**src/rtl/neuron_tdm_scheduler.sv**
```systemverilog
// Time-multiplexes one combinational LIF neuron datapath across NEURONS virtual neurons.
// Define NSCHED_SPIKE_COUNT_EN to add per-neuron saturating spike counters (cnt_sel/cnt_out).
module neuron_tdm_scheduler #(
    parameter int N_STAGES = 5,
    parameter int NEURONS  = 8
) (
    input  logic                     clk,
    input  logic                     reset,
    input  logic                     cfg_valid,
    input  logic [7:0]               cfg_data,
    output logic                     cfg_ready,
    input  logic [2**N_STAGES-1:0]   x_in,
    input  logic                     start,
    output logic                     busy,
    output logic                     done,
    output logic [NEURONS-1:0]       spikes_out,
`ifdef NSCHED_SPIKE_COUNT_EN
    input  logic [$clog2(NEURONS)-1:0] cnt_sel,
    output logic [7:0]               cnt_out,
`endif
    output logic [2**N_STAGES-1:0]   nrn_w,
    output logic [2**N_STAGES-1:0]   nrn_x,
    output logic [N_STAGES+1:0]      nrn_previus_u,
    output logic                     nrn_was_spike,
    output logic [2:0]               nrn_shift,
    output logic [N_STAGES+1:0]      nrn_minus_teta,
    input  logic [N_STAGES+1:0]      nrn_u_out,
    input  logic                     nrn_is_spike
);

    localparam int INPUTS           = 2**N_STAGES;
    localparam int OUTPUT_PRECISION = N_STAGES + 2;
    localparam int BPN              = INPUTS / 8;
    localparam int NB               = NEURONS * BPN + 2;
    localparam int IDX_W            = $clog2(NEURONS);
    localparam int BC_W             = $clog2(NB);
    localparam logic [OUTPUT_PRECISION-1:0] MINUS_TETA_RST = OUTPUT_PRECISION'(-5);

    typedef enum logic [2:0] {
        S_IDLE,
        S_LOAD,
        S_LATCH,
        S_EVAL,
        S_DONE
    } state_t;

    state_t state, next_state;

    logic [INPUTS-1:0]           w_mem [NEURONS];
    logic [OUTPUT_PRECISION-1:0] u_mem [NEURONS];
    logic [NEURONS-1:0]          was_spike;
    logic [NEURONS-1:0]          spike_shadow;
    logic [INPUTS-1:0]           x_lat;
    logic [IDX_W-1:0]            idx;
    logic [IDX_W-1:0]            rd_idx;
    logic [BC_W-1:0]             byte_cnt;
    logic [IDX_W-1:0]            byte_nrn;
    logic [BC_W-1:0]             byte_lane;
    logic [2:0]                  shift;
    logic [OUTPUT_PRECISION-1:0] minus_teta;
    logic [OUTPUT_PRECISION-1:0] teta_ext;
    logic                        cfg_accept;
    logic                        last_byte;
    logic                        shift_byte;
    logic                        idx_last;

    always_ff @(posedge clk) begin
        if (reset) begin
            state <= S_IDLE;
        end else begin
            state <= next_state;
        end
    end

    // start wins over cfg_valid in IDLE; the byte offered alongside it is left unconsumed
    always_comb begin
        next_state = state;
        cfg_ready  = 1'b0;
        busy       = 1'b0;
        done       = 1'b0;
        case (state)
            S_IDLE: begin
                cfg_ready = !start;
                if (start) begin
                    next_state = S_LATCH;
                end else if (cfg_valid) begin
                    next_state = S_LOAD;
                end
            end
            S_LOAD: begin
                cfg_ready = 1'b1;
                if (cfg_valid && last_byte) begin
                    next_state = S_IDLE;
                end
            end
            S_LATCH: begin
                busy       = 1'b1;
                next_state = S_EVAL;
            end
            S_EVAL: begin
                busy = 1'b1;
                if (idx_last) begin
                    next_state = S_DONE;
                end
            end
            S_DONE: begin
                done       = 1'b1;
                next_state = S_IDLE;
            end
            default: next_state = S_IDLE;
        endcase
    end

    assign cfg_accept = cfg_valid && cfg_ready;
    assign last_byte  = (byte_cnt == BC_W'(NB - 1));
    assign shift_byte = (byte_cnt == BC_W'(NB - 2));
    assign idx_last   = (idx == IDX_W'(NEURONS - 1));

    always_comb begin
        byte_nrn  = IDX_W'(32'(byte_cnt) / BPN);
        byte_lane = BC_W'(32'(byte_cnt) % BPN);
    end

    // threshold byte is sign-extended when the datapath is wider than a byte
    always_comb begin
        teta_ext = '0;
        for (int i = 0; i < OUTPUT_PRECISION; i++) begin
            teta_ext[i] = (i < 8) ? cfg_data[i[2:0]] : cfg_data[7];
        end
    end

    always_ff @(posedge clk) begin
        if (reset) begin
            for (int n = 0; n < NEURONS; n++) begin
                w_mem[n] <= '0;
                u_mem[n] <= '0;
            end
            was_spike    <= '0;
            spike_shadow <= '0;
            spikes_out   <= '0;
            x_lat        <= '0;
            idx          <= '0;
            byte_cnt     <= '0;
            shift        <= '0;
            minus_teta   <= MINUS_TETA_RST;
        end else begin
            if (cfg_accept) begin
                if (last_byte) begin
                    minus_teta <= teta_ext;
                    byte_cnt   <= '0;
                end else begin
                    byte_cnt <= byte_cnt + 1'b1;
                    if (shift_byte) begin
                        shift <= cfg_data[2:0];
                    end else begin
                        for (int l = 0; l < BPN; l++) begin
                            if (byte_lane == BC_W'(l)) begin
                                w_mem[byte_nrn][l*8 +: 8] <= cfg_data;
                            end
                        end
                    end
                end
            end

            case (state)
                S_LATCH: begin
                    x_lat <= x_in;
                    idx   <= '0;
                end
                S_EVAL: begin
                    u_mem[idx]        <= nrn_u_out;
                    was_spike[idx]    <= nrn_is_spike;
                    spike_shadow[idx] <= nrn_is_spike;
                    idx               <= idx_last ? '0 : idx + 1'b1;
                end
                S_DONE: begin
                    spikes_out <= spike_shadow;
                end
                default: ;
            endcase
        end
    end

    assign rd_idx         = (state == S_EVAL) ? idx : '0;
    assign nrn_w          = w_mem[rd_idx];
    assign nrn_previus_u  = u_mem[rd_idx];
    assign nrn_was_spike  = was_spike[rd_idx];
    assign nrn_x          = x_lat;
    assign nrn_shift      = shift;
    assign nrn_minus_teta = minus_teta;

`ifdef NSCHED_SPIKE_COUNT_EN
    logic [7:0] spk_cnt [NEURONS];

    always_ff @(posedge clk) begin
        if (reset) begin
            for (int n = 0; n < NEURONS; n++) begin
                spk_cnt[n] <= '0;
            end
        end else if (state == S_EVAL && nrn_is_spike && spk_cnt[idx] != 8'hFF) begin
            spk_cnt[idx] <= spk_cnt[idx] + 8'd1;
        end
    end

    assign cnt_out = spk_cnt[cnt_sel];
`endif

endmodule

```
**config.mk**
```make
export PLATFORM = sky130hd
export DESIGN_NAME = neuron_tdm_scheduler
export DESIGN_NICKNAME = d
export VERILOG_FILES = /design/src/rtl/neuron_tdm_scheduler.sv
export SDC_FILE = /design/constraint.sdc
export NUM_CORES = 1
export LEC_CHECK = 0
export CORE_UTILIZATION = 35
export DETAILED_ROUTE_END_ITERATION = 10
export PLACE_DENSITY_LB_ADDON = 0.3
export SLEW_MARGIN = 0
export SYNTH_ARGS = -nofsm -noshare
export SYNTH_HDL_FRONTEND = slang
export SYNTH_SLANG_ARGS = --single-unit
```
**constraint.sdc**
```tcl
create_clock -name clk -period 2.3 [get_ports clk]
set_clock_uncertainty 0.2 [all_clocks]
set_input_delay 0.23 -clock clk [delete_from_list [all_inputs] [get_ports clk]]
set_output_delay 0.23 -clock clk [all_outputs]
set_load 0.01 [all_outputs]
```
======== Word level (Yosys, flattened, before mapping) ========
Memory sizes are Yosys's and may differ from the RTL's.
Cells that the tools add are included.
W data, S select, Z words.
word-level totals
  flip-flop bits (word level) ............. 78
  bits in writable memories ............... 312
  input bits .............................. 52
  output and inout bits ................... 93
  logic and storage cells ................. 96
  memories kept ........................... 2
memories
  memory  depth  bits a word  read ports  clocked after memory_dff  write ports  line  RTL
  w_mem   8      32           1           0                         8            49    logic [INPUTS-1:0] w_mem [NEURONS];
  u_mem   8      7            1           0                         8            50    logic [OUTPUT_PRECISION-1:0] u_mem [NEURONS];
cells by class
  $add $sub $neg .......................... 2
  order comparisons ....................... 3
  equal/unequal tests ..................... 13
  muxes and demuxes ....................... 53
  bitwise logic cells ..................... 1
  reduce and logical (&&, ||, !) cells .... 13
operator list
  kind                   count
  $mux W1                34
  $mux W32               1
  $reduce_or A32 Y1      1
  $mux W3                8
  $bwmux W8              2
  $eq A6 B6 Y1 const B   2
  $pmux W3 S4            1
  $lt A3 B4 Y1 const B   2
  $mux W7                1
  $reduce_or A7 Y1       1
  $add A6 B1 Y6 const B  1
  $eq A3 B2 Y1 const B   2
  $eq A3 B3 Y1 const B   2
  $logic_not A6 Y1       1
  $mux W6                1
  $pmux W3 S2            1
  $reduce_and A3 Y1      2
  $eq A2 B2 Y1 const B   2
  $mux W4                1
  $ne A2 B2 Y1 const B   2
  $add A3 B1 Y3 const B  1
  $bmux W1 S3            1
  $demux W1 S3           1
  $eq A3 B1 Y1 const B   1
  11 further kinds       13

======== Longest topological paths before layout ========
  word-level depth ........................ 9
  depth in mapped cells ................... 7
  gate-level depth less buffers ........... 6

======== Least setup slack after synthesis ========
No wires, ideal clock.
  kind .................................... flip-flop to flip-flop
  start ................................... register byte_cnt[1]
  end ..................................... memory w_mem[0][10] (netlist name), enable pin
  arrival ................................. 1.737 ns
  required time ........................... 1.791 ns
  path slack .............................. 0.054 ns
  cell stages (with the launch flop) ...... 8
  path buffers ............................ 2
  period minus slack after synthesis ...... 2.246 ns
  cell sequence ........................... dfxtp_1 > inv_1 > ha_1 > and3_1 > buf_4 > buf_4 > nor4_4 > or2_2
RTL lines
  item                    line  RTL
  from (decl)             56    logic [BC_W-1:0] byte_cnt;
  from (signal assigned)  152   byte_cnt <= byte_cnt + 1'b1;
  to (decl)               49

======== Worst setup path in the final report ========
  start ................................... register state[2]
  end ..................................... output nrn_w[15]
on the way
  longest elaborated chain between the ends .. 3
ends and longest elaborated chain
  item                    line  RTL
  from (decl)             47    state_t state, next_state;
  from (signal assigned)  71    state <= next_state;
  $eq A3 B2 Y1            184   assign rd_idx = (state == S_EVAL) ? idx : '0;
  $mux W3                 184
  $mem_v2 Z8 W32          --
  to (decl)               21    output logic [2**N_STAGES-1:0] nrn_w,
No other way between the ends.

==> flow_summary.toml <==
[critical_path]
crit_fanout = 8
critical_path_depth = 9
endpoint_kind = "output port"
worst-path-buf-inv = 5
required_ps = 1870
cpMaxStageDelayCell = "and4b_4"
crit_type = "reg2out"
rr_worst_depth = 8
cp.arrival_ps = 2360
cp-start-kind = "flop"
crit_chain = "and4b_4 -> buf_12 -> buf_6 -> buf_16 -> nand2_1 -> o221ai_1 -> buf_4 -> a2bb2oi_1 -> buf_2"
critical-path-top-delay-family = "buffers and inverters"
worst_path_largest_cell_delay_ps = 380

[routing]
vias = 14500
initialDrtViolationCount = 1098
avgViaCountPerCell = 5.25
avgRoutedWirePerCell_microns = 20.3
drc = 0
dr.pass1.iters = 5
totalWireLength_mm = 55.9
final_antenna_net_count = 0

[run_status]
outcome = "finished with violations"
violations = "setup timing"

[logic_synthesis]
yosys.area_share.xor_xnor_pct = 0.0944
avgSynthCellArea_sq_um = 11.0
synth_top_family_by_area = "simple AND/OR/NAND/NOR gates"
yosysSeqAreaShare_pct = 58.1
synth_compound_area_share_pct = 13.4
synth.most_common_cell = "and2_1"
synthArstFlopShare_pct = 0
synth_nets = 1749
synth_cell_type_count = 54
synthCells = 1689
syn_area_sq_um = 18500
synth-edff-count = 312
synth_top_cell_by_area = "edfxtp_1"
synth_area_leaders = "edfxtp_1 51%, and2_1 11%, dfxtp_1 7.6%"
synth.mux.area_fraction_pct = 0.702
yosysWarnings = 0
ys_ff_latch = 382
synth_top_area_share_pct = 50.5
synth_commonest_cells = "313 x and2_1, 312 x edfxtp_1, 161 x nand2_1"
synth_fa_ha_area_share_pct = 0.540
synth_top_flop_cell = "edfxtp_1"
yosys.area_share.simple_pct = 23.8

[sta]
setup_slack_ps = -494
min_period_ps = 2790
fmax_mhz = 358
tightestPinTransition_ps = 740
finalMaxSlewViolations = 0
finalSetupViolCount = 40
relSlewSlack_pct = 50.7
fin_crit_sh_pct = 121
rsz0062_at_grt = "yes"
hold_viol = 0

[run]
maxCapViolCount = 0

[floorplan]
die_w_microns = 232
ios = 145
fp.dieArea_sq_um = 53900
core-area_sq_um = 52400
die_h_microns = 232
rows = 84
initial_core_util_pct = 35.4

[clock_network]
cts-root-buf = "clkbuf_16"
cts_buffers = 44
tritoncts = "built"
path_clk_slew_ps = 60
insertion_delay_ps = 570
cts_sinks = 382
cts_buffer_depth = 3
h-tree-depth = 2

[layout]
antenna_cells = 0
areaGrowthSynthToFinish_pct = 41.2
fin_nets = 2094
drive_above_1_share_pct = 31.6
fillCellCount = 4407
final_area_sq_um = 26200

[global_route]
grt_first_pass_wirelength_mm = 84.5
grt_overflow = 0
grt_use_total_pct = 20.6
grt_max_degree = 60
antenna_found_initial = 2
top_usage_layer = "met2"
grtUsageMet2_pct = 32.9
grt_use_met1_pct = 27.8
grt_pass1_vias = 14300
grtUsageMet3_pct = 3.92

[hold_path]
hold_class = "in2reg"
whs_path_depth = 3

[power_and_ir_drop]
leakagePower_nw = 9.45
powerDensity_nw_per_um2 = 625
p_clk_share_pct = 42.9
p_comb_share_pct = 9.2
max-vdd-ir-drop_uv = 491
pwr-share-seq_pct = 47.9
switchingPower_mw = 3.79
intPower_mw = 12.6
switching_share_pct = 23.1

[placed_design]
gp_congestion = 0.863
numPortBuffers = 144
place_hpwl_mm = 35.1
pre_cts_ws_ps = -453
placed_cell_area_sq_um = 22300
==> registers in the layout, indices dropped and copies added, names as in the netlist <==
register,flops
idx,3
spikes_out,8
state,3
was_spike,8
u_mem,56
byte_cnt,6
nrn_shift,3
nrn_minus_teta,7
w_mem,256
nrn_x,32
==> cells in the final DEF (no fill, tap or decap), types with 46 or more instances in the layout <==
| cell type | synthesis | layout |
|---|---|---|
| nand2_1 | 161 | 144 |
| clkbuf_16 | 0 | 46 |
| edfxtp_1 | 312 | 312 |
| dfxtp_1 | 70 | 65 |
| nor3_2 | 20 | 51 |
| buf_4 | 3 | 186 |
| nand3_1 | 65 | 61 |
| nor3_1 | 87 | 46 |
| clkdlybuf4s50_1 | 0 | 100 |
| o211ai_1 | 80 | 80 |
| a21oi_1 | 85 | 83 |
| and2_1 | 313 | 313 |
==> worst paths after layout <==
check	start	end	slack, ps
worst max register to register	state[0]	w_mem[3][29]	70
worst min register to register	nrn_x[15]	nrn_x[15]	250
worst min-delay path	x_in[12]	nrn_x[12]	30
worst max-delay path	state[2]	nrn_w[15]	-490
==> metrics by stage <==
stage                     hold WS (ps)  instances  setup TNS (ps)  total power, mW  utilization (%)
after floorplan                    156       1689               0             8.53                -
after global placement             240       2593          -26480             9.22             42.4
after detailed placement           248       2593          -34170             9.24             42.4
after CTS                         1.08       2748          -17230             16.4             48.9
after global routing              27.7       2756          -19590             16.9             49.9
final                             32.1       2756          -16370             16.4             49.9
==> layout make-up <==
| cell class | count | area [sq um] | area share, % |
|---|---|---|---|
| Clock buffer | 57 | 1220 | 4.67 |
| Clock inverter | 23 | 225 | 0.860 |
| Inverter | 13 | 51.3 | 0.196 |
| Multi-Input combinational cell | 1156 | 8640 | 33.0 |
| Sequential cell | 382 | 10800 | 41.2 |
| Tap cell | 688 | 861 | 3.29 |
| Timing Repair Buffer | 437 | 4410 | 16.8 |
==> cells by family (layout without fill, tap and decap cells) <==
logic type               Yosys count  after routing
XOR/XNOR                           2              2
adder cells (fa/ha/maj)            8              8
flip-flops                       382            382
buffers and inverters            151            530
AND/OR/NAND/NOR                  783            783
multiplexers                      13             13
AO/OA/AOI/OAI                    350            350
==> worst register-to-register path: cells and delay by family, from the launching register on <==
family	cells	cell delay [ps]
simple gates	4	660
flops	1	380
buf+inv	4	670
==> per-layer routing <==
metal	share of wire, %	up-vias
met5	0	-
met4	3.0	0
met3	6.6	107
met2	46	497
met1	44	7032
li1	-	6832
==> power by group through the flow <==
stage	clock, mW	sequential, mW	combinational (mW)
after floorplan	0	7.93	0.593
after global placement	0	7.96	1.26
after detailed placement	0	7.96	1.28
after CTS	7.13	7.83	1.44
after global routing	7.40	7.86	1.61
final	7.03	7.84	1.50
==> timing repair <==
action | CTS | global route
buffers inserted | 39 | 12
endpoints found under the setup margin | 204 | 227
gates resized for setup | 415 | 94
cloned | 10 | 0
hold endpoints to repair | 34 | 0
hold buffers | 29 | 0
pin swaps | 103 | 69
Power figures use the tool's default switching activity.
